===== config.mk =====
export PLATFORM = sky130hd
export DESIGN_NAME = pc_sequencer_flat
export DESIGN_NICKNAME = d
export VERILOG_FILES = /design/src/rtl/pc_sequencer_if.sv /design/src/rtl/pc_sequencer.sv /design/src/flat_wrapper.sv
export SDC_FILE = /design/constraint.sdc
export NUM_CORES = 1
export LEC_CHECK = 0
export ABC_AREA = 1
export CAP_MARGIN = 5
export CORE_MARGIN = 3
export CORE_UTILIZATION = 39
export DETAILED_ROUTE_END_ITERATION = 16
export GPL_ROUTABILITY_DRIVEN = 0
export HOLD_SLACK_MARGIN = 0.08
export PLACE_DENSITY = 0.76
export SKIP_LAST_GASP = 1
export SLEW_MARGIN = 20
export SYNTH_ARGS = -nofsm -noshare
export SYNTH_HDL_FRONTEND = slang
export SYNTH_SLANG_ARGS = --single-unit

===== constraint.sdc =====
create_clock -name clk -period 3.59 [get_ports clk]
set_input_delay 0.5385 -clock clk [delete_from_list [all_inputs] [get_ports clk]]
set_output_delay 0.5385 -clock clk [all_outputs]
set_load 0.05 [all_outputs]

===== src/rtl/pc_sequencer_if.sv =====
// Fetch-stage PC sequencer bus: redirect requests in, fetch address/handshake out.
interface pc_sequencer_if;
  logic        stall;
  logic        redirect_valid;
  logic [31:0] redirect_target;
  logic        fetch_ready;
  logic        fetch_valid;
  logic [31:0] pc;
  logic [31:0] pc_plus4;
  logic [3:0]  jump_region;
  logic        redirect_pending;
  logic        err_misaligned;

  modport master (
    input  stall, redirect_valid, redirect_target, fetch_ready,
    output fetch_valid, pc, pc_plus4, jump_region, redirect_pending, err_misaligned
  );

  modport slave (
    output stall, redirect_valid, redirect_target, fetch_ready,
    input  fetch_valid, pc, pc_plus4, jump_region, redirect_pending, err_misaligned
  );
endinterface


===== src/rtl/pc_sequencer.sv =====
// Program-counter owner for fetch: sequential advance, redirects (buffered across
// stalls, newest wins), misaligned-target rejection and a BOOT cycle after reset.
module pc_sequencer #(
  parameter logic [31:0] RESET_PC = 32'h0000_0000
) (
  input  logic            clk,
  input  logic            rst_n,
  pc_sequencer_if.master  bus
);

  typedef enum logic [1:0] {BOOT, RUN, STALL} state_t;

  state_t      r_state;
  logic [31:0] r_pc;
  logic [31:0] r_pend_tgt;
  logic        r_pend;
  logic        r_fetch_valid;
  logic        r_err;

  logic        w_adv;
  logic        w_redir_ok;
  logic        w_redir_bad;
  logic [31:0] w_pc_plus4;

  assign w_adv       = r_fetch_valid & bus.fetch_ready & ~bus.stall;
  assign w_redir_ok  = bus.redirect_valid & (bus.redirect_target[1:0] == 2'b00);
  assign w_redir_bad = bus.redirect_valid & (bus.redirect_target[1:0] != 2'b00);
  assign w_pc_plus4  = r_pc + 32'd4;

  assign bus.pc               = r_pc;
  assign bus.pc_plus4         = w_pc_plus4;
  assign bus.jump_region      = w_pc_plus4[31:28];
  assign bus.fetch_valid      = r_fetch_valid;
  assign bus.redirect_pending = r_pend;
  assign bus.err_misaligned   = r_err;

  always_ff @(posedge clk or negedge rst_n) begin
    if (!rst_n) begin
      r_state       <= BOOT;
      r_pc          <= RESET_PC;
      r_pend_tgt    <= '0;
      r_pend        <= 1'b0;
      r_fetch_valid <= 1'b0;
      r_err         <= 1'b0;
    end else begin
      r_err <= w_redir_bad;

      // fetch_valid is low only in BOOT, so adv never fires there and any
      // redirect seen in BOOT falls through to the buffering branch.
      if (w_adv) begin
        r_pend <= 1'b0;
        if (w_redir_ok)  r_pc <= bus.redirect_target;
        else if (r_pend) r_pc <= r_pend_tgt;
        else             r_pc <= w_pc_plus4;
      end else if (w_redir_ok) begin
        r_pend     <= 1'b1;
        r_pend_tgt <= bus.redirect_target;
      end

      case (r_state)
        BOOT: begin
          r_state       <= RUN;
          r_fetch_valid <= 1'b1;
        end
        RUN: begin
          if (bus.stall || !bus.fetch_ready) r_state <= STALL;
        end
        STALL: begin
          if (w_adv) r_state <= RUN;
        end
        default: r_state <= BOOT;
      endcase
    end
  end

endmodule

===== src/flat_wrapper.sv =====
// flat-port wrapper written by rule: the top's interface ports become plain ports
module pc_sequencer_flat 
#(
  parameter logic [31:0] RESET_PC = 32'h0000_0000
)
  (clk, rst_n, bus_stall, bus_redirect_valid, bus_redirect_target, bus_fetch_ready, bus_fetch_valid, bus_pc, bus_pc_plus4, bus_jump_region, bus_redirect_pending, bus_err_misaligned);
  pc_sequencer_if bus_i ();
  input  logic clk;
  input  logic rst_n;
  input wire logic [$bits(bus_i.stall)-1:0] bus_stall;
  input wire logic [$bits(bus_i.redirect_valid)-1:0] bus_redirect_valid;
  input wire logic [$bits(bus_i.redirect_target)-1:0] bus_redirect_target;
  input wire logic [$bits(bus_i.fetch_ready)-1:0] bus_fetch_ready;
  output wire logic [$bits(bus_i.fetch_valid)-1:0] bus_fetch_valid;
  output wire logic [$bits(bus_i.pc)-1:0] bus_pc;
  output wire logic [$bits(bus_i.pc_plus4)-1:0] bus_pc_plus4;
  output wire logic [$bits(bus_i.jump_region)-1:0] bus_jump_region;
  output wire logic [$bits(bus_i.redirect_pending)-1:0] bus_redirect_pending;
  output wire logic [$bits(bus_i.err_misaligned)-1:0] bus_err_misaligned;
  assign bus_i.stall = bus_stall;
  assign bus_i.redirect_valid = bus_redirect_valid;
  assign bus_i.redirect_target = bus_redirect_target;
  assign bus_i.fetch_ready = bus_fetch_ready;
  assign bus_fetch_valid = bus_i.fetch_valid;
  assign bus_pc = bus_i.pc;
  assign bus_pc_plus4 = bus_i.pc_plus4;
  assign bus_jump_region = bus_i.jump_region;
  assign bus_redirect_pending = bus_i.redirect_pending;
  assign bus_err_misaligned = bus_i.err_misaligned;
  pc_sequencer #(.RESET_PC(RESET_PC)) u_core (.clk(clk), .rst_n(rst_n), .bus(bus_i));
endmodule

## Word level (Yosys, flattened, before mapping)

Index checks and enable logic that the tools add are counted.

- Flip-flop bits (word level): 69
- Output and inout port bits: 71
- Word-level logic and storage cells: 32

- Add/sub/neg operators: 1
- Eq/ne operators: 4
- Multiplexer cells: 7
- Bitwise logic cells: 6
- Reduce and logical (&&, ||, !) cells: 8

Operator list:

| operator | count |
|---|---|
| $mux W32 | 2 |
| $add A32 B3 Y32 const B | 1 |
| $pmux W2 S3 | 1 |
| $and A1 B1 Y1 | 4 |
| $logic_not A2 Y1 | 2 |
| $mux W2 | 2 |
| $ne A2 B1 Y1 const B | 2 |
| $reduce_and A2 Y1 | 2 |
| $reduce_bool A2 Y1 | 2 |
| $eq A2 B1 Y1 const B | 1 |
| $eq A2 B2 Y1 const B | 1 |
| $mux W1 | 2 |
| $not A1 Y1 | 2 |
| $logic_not A1 Y1 | 1 |
| $logic_or A1 B1 Y1 | 1 |

## Logic depth before layout (Yosys ltp)

Gate-level depths: netlist of run 1.

- Word-level depth: 4
- Mapped depth: 10
- Depth with buffers taken out: 10

## Worst setup path after synthesis of run 1

OpenSTA, ideal clock, no wires.

- Kind: register to output
- Start: reg u_core.r_pc[2], in the netlist u_core.bus.pc[2]
- End: out bus_pc_plus4[31]
- Data arrival time: 2.367 ns
- Data required time: 3.052 ns
- Slack: 0.684 ns
- Cell stages (with the launch flop): 9
- Path through: dfrtp_1 -> inv_1 -> nor2_8 -> nand2_4 -> nor2_8 -> nand2_1 -> nand2_1 -> nand2_1 -> buf_4

- Longest elaborated chain between the ends: 1

RTL lines:

| item | RTL line | RTL |
|---|---|---|
| start: declaration | pc_sequencer.sv:14 | `logic [31:0] r_pc;` |
| start signal: assignment | pc_sequencer.sv:52 | `if (w_redir_ok) r_pc <= bus.redirect_target;` |
| start signal: assignment | pc_sequencer.sv:53 | `else if (r_pend) r_pc <= r_pend_tgt;` |
| start signal: assignment | pc_sequencer.sv:54 | `else r_pc <= w_pc_plus4;` |
| $add A32 B3 Y32 | pc_sequencer.sv:28 | `assign w_pc_plus4 = r_pc + 32'd4;` |
| end: declaration | flat_wrapper.sv:16 | `output wire logic [$bits(bus_i.pc_plus4)-1:0] bus_pc_plus4;` |

Every way passes these cells.

## Worst setup path after layout of run 1

- Start: reg u_core.r_pc[3], in the netlist u_core.bus.pc[3]
- End: out bus_pc_plus4[24]

The elaborated chain is that of the path after synthesis.

==> impl_metrics.json, run 1 <==
{
  "status": "complete, no violations",
  "grt_pass1_vias": 4522,
  "io_pins": 108,
  "htree_levels": 3,
  "cp_top_family": "simple AND/OR/NAND/NOR gates",
  "period_minus_slack_ns": 3.19,
  "path_cells": "ha_1 > nand2_1 > nor2_1 > nand2_1 > nor2_1 > nand3_1 > nand2_1 > clkdlybuf4s50_1",
  "post_drt_wl_per_cell_um": 14.5,
  "dp.cells": 856,
  "avgSynthCellArea_um2": 6.88,
  "vias": 4439,
  "swShare_pct": 51.0,
  "ir_worst_vdd_v": 0.000499,
  "grt-ovfl-total": 0,
  "finalCritPeriodShare_pct": 88.8,
  "ys_async_sr_fraction_pct": 100,
  "start_kind": "flop",
  "synth_ff_type": "dfrtp_1",
  "port_buffers": 107,
  "cts-root-buf": "clkbuf_8",
  "final_cell_count_no_fill": 870,
  "hpwl_mm": 9.45,
  "slew_viol_final": 0,
  "final_layout_size_suffix_gt1_share_pct": 8.17,
  "synth.net_count": 671,
  "tns_ns": 0,
  "holdCritPathClass": "input port to async pin",
  "track_usage_pct": 20.5,
  "setup_viol": 0,
  "post_cts_buffers": 0,
  "synth.yosys.seq_area_share_pct": 39.7,
  "layout_common_cells": "171 x nand2_1, 106 x clkdlybuf4s50_1, 101 x nor2_1",
  "ys_ff_latch": 69,
  "fp.dieH_um": 112,
  "cts_inserted_buffers": 9,
  "clkLatencyLatePin_ns": 0.34,
  "power.combinational.fraction_pct": 56.1,
  "yosys_warnings": 0,
  "slew_headroom_pct": 48.7,
  "core_area_um2": 10600,
  "r2r-end": "u_core.bus.pc[24]",
  "reg2reg_from": "u_core.bus.pc[3]",
  "ys_types": 33,
  "antenna_found_initial": 0,
  "cts_tree": "built",
  "clock_path_buffers": 2,
  "power_density_nw_per_um2": 695,
  "switching_power_mw": 2.01,
  "path_buf_inv": 1,
  "worst_pin_slew_ns": 0.770,
  "cp_max_fo": 4,
  "path_clk_slew_ns": 0.07,
  "post_cts_resize_count": 0,
  "first_iter_violations": 262,
  "regArea_um2": 1730,
  "layout_setup_ws_ns": 0.404,
  "grt_pass1_wl_mm": 21.3,
  "routed_via_density": 5.10,
  "syn-cell-area_um2": 4350,
  "r2r_cells": 9,
  "area_growth_pct": 30.3,
  "internal_power_mw": 1.93,
  "p_leak_nw": 2.88,
  "required_ns": 3.05,
  "nets": 769,
  "worst_path_largest_cell_delay_ns": 0.80,
  "ant_nets": 0,
  "endpoint_kind": "output port",
  "power_frac_seq_pct": 29.7,
  "cts.sinks": 69,
  "pwr-share-clk_pct": 14.2,
  "start_util_pct": 41.1,
  "synth-edff-count": 0,
  "grt_max_degree": 42,
  "hold_violations": 0,
  "drt-pass1-iter-count": 5,
  "rows": 37,
  "netlist_instances": 633,
  "arrival_ns": 2.65,
  "r2r_slack_ns": 1.79,
  "multiInputGateArea_um2": 2150,
  "drc": 0,
  "dieArea_um2": 12500,
  "final_common_cell": "nand2_1",
  "fmax_mhz": 314,
  "skew_ns": 0.00777,
  "cap_violations": 0,
  "diodes": 0,
  "holdBufCountCts": 0,
  "rsz0062_at_grt": "false",
  "fp.dieW_um": 112,
  "worstSetupPathType": "flop to output port",
  "critPathSlowestCell": "clkdlybuf4s50_1",
  "wl_mm": 12.6,
  "cpMostUsedCell": "nand2_1",
  "post-place-ws_ns": 0.814,
  "fillers": 1039
}
==> registers in the layout, summed over array words and instances (netlist names) <==
| signal | count |
|---|---|
| u_core.r_pend_tgt | 32 |
| u_core.bus.redirect_pending | 1 |
| u_core.bus.err_misaligned | 1 |
| u_core.r_state | 2 |
| u_core.bus.pc | 32 |
| u_core.bus.fetch_valid | 1 |
==> logic make-up (layout without fill, tap and decap cells) <==
family | after synthesis | in the layout | synth area share (%)
adders and majority gates | 1 | 1 | 0.287
DFF | 69 | 69 | 39.7
buffers and inverters | 117 | 218 | 11.1
and+or+nand+nor | 335 | 335 | 34.5
xor gates and xnor gates | 8 | 8 | 1.61
AOI/OAI and AO/OA | 103 | 103 | 12.9
==> metal layers <==
layer	up-vias	global-route usage, %	share of wire, %	routed length, um
met4	0	4.87	1.0	126
met2	157	35.6	49	6170
met3	13	5.60	8.0	1000
li1	2162	-	-	-
met1	2107	25.4	42	5280
met5	-	0	0	0
==> synthesized netlist by cell type, types with 5 or more instances <==
cell / number / area, um2
a21oi_1: 25 / 125
a21oi_2: 5 / 43.8
a31oi_1: 7 / 43.8
buf_2: 13 / 65.1
buf_4: 7 / 52.6
clkbuf_1: 6 / 22.5
dfrtp_1: 69 / 1730
inv_1: 85 / 319
nand2_1: 171 / 642
nand2_2: 9 / 56.3
nand3_1: 28 / 140
nand3_2: 5 / 50.1
nor2_1: 101 / 379
nor2_2: 5 / 31.3
o21ai_0: 49 / 245
o21ai_1: 10 / 50.1
xor2_1: 6 / 52.6
==> cell type report <==
type / count / share of cell area, %
Multi-Input combinational cell: 447 / 37.8
Sequential cell: 69 / 30.4
Timing Repair Buffer: 116 / 20.0
Inverter: 88 / 5.82
Tap cell: 136 / 3.00
Clock buffer: 12 / 2.74
Clock inverter: 2 / 0.176
==> power groups by stage <==
stage	clock (mW)	sequential [mW]	combinational, mW
final	0.559	1.17	2.21
after global routing	0.604	1.20	2.37
after CTS	0.571	1.17	2.22
after detailed placement	0	1.18	2.21
after global placement	0	1.17	2.18
after floorplan	0	1.48	1.18
==> worst max-delay path by stage <==
stage / startpoint / to / slack (ns) / depth (start not counted)
2_1_floorplan: u_core.bus.pc[2] / bus_pc_plus4[31] / 0.68 / 8
3_3_place_gp: u_core.bus.pc[3] / bus_pc_plus4[24] / 0.84 / 8
3_5_place_dp: u_core.bus.pc[3] / bus_pc_plus4[24] / 0.81 / 8
4_1_cts: u_core.bus.pc[3] / bus_pc_plus4[24] / 0.43 / 8
5_1_grt: u_core.bus.pc[3] / bus_pc_plus4[24] / 0.20 / 8
6_report: u_core.bus.pc[3] / bus_pc_plus4[24] / 0.40 / 8
==> stage by stage <==
| stage | utilization (%) | power (mW) | cell area [um2] | hold slack (ns) |
|---|---|---|---|---|
| 4_1_cts | 53.5 | 3.96 | 5670 | 0.281 |
| 3_3_place_gp | 51.9 | 3.35 | 5510 | 0.457 |
| 3_5_place_dp | 51.9 | 3.40 | 5510 | 0.457 |
| 2_1_floorplan | - | 2.66 | 4350 | 0.243 |
| 5_1_grt | 53.5 | 4.17 | 5670 | 0.313 |
| 6_report | 53.5 | 3.94 | 5670 | 0.266 |
Note: power is estimated with default switching activity, not from simulation.
==> run 2, diff against run 1 <==
--- a/config.mk
+++ b/config.mk
@@ -14,7 +14,6 @@
 export HOLD_SLACK_MARGIN = 0.08
 export PLACE_DENSITY = 0.76
 export SKIP_LAST_GASP = 1
-export SLEW_MARGIN = 20
 export SYNTH_ARGS = -nofsm -noshare
 export SYNTH_HDL_FRONTEND = slang
 export SYNTH_SLANG_ARGS = --single-unit
==> results of run 2 <==
Same layout as run 1: the final DEF is identical, and so are final timing and power.
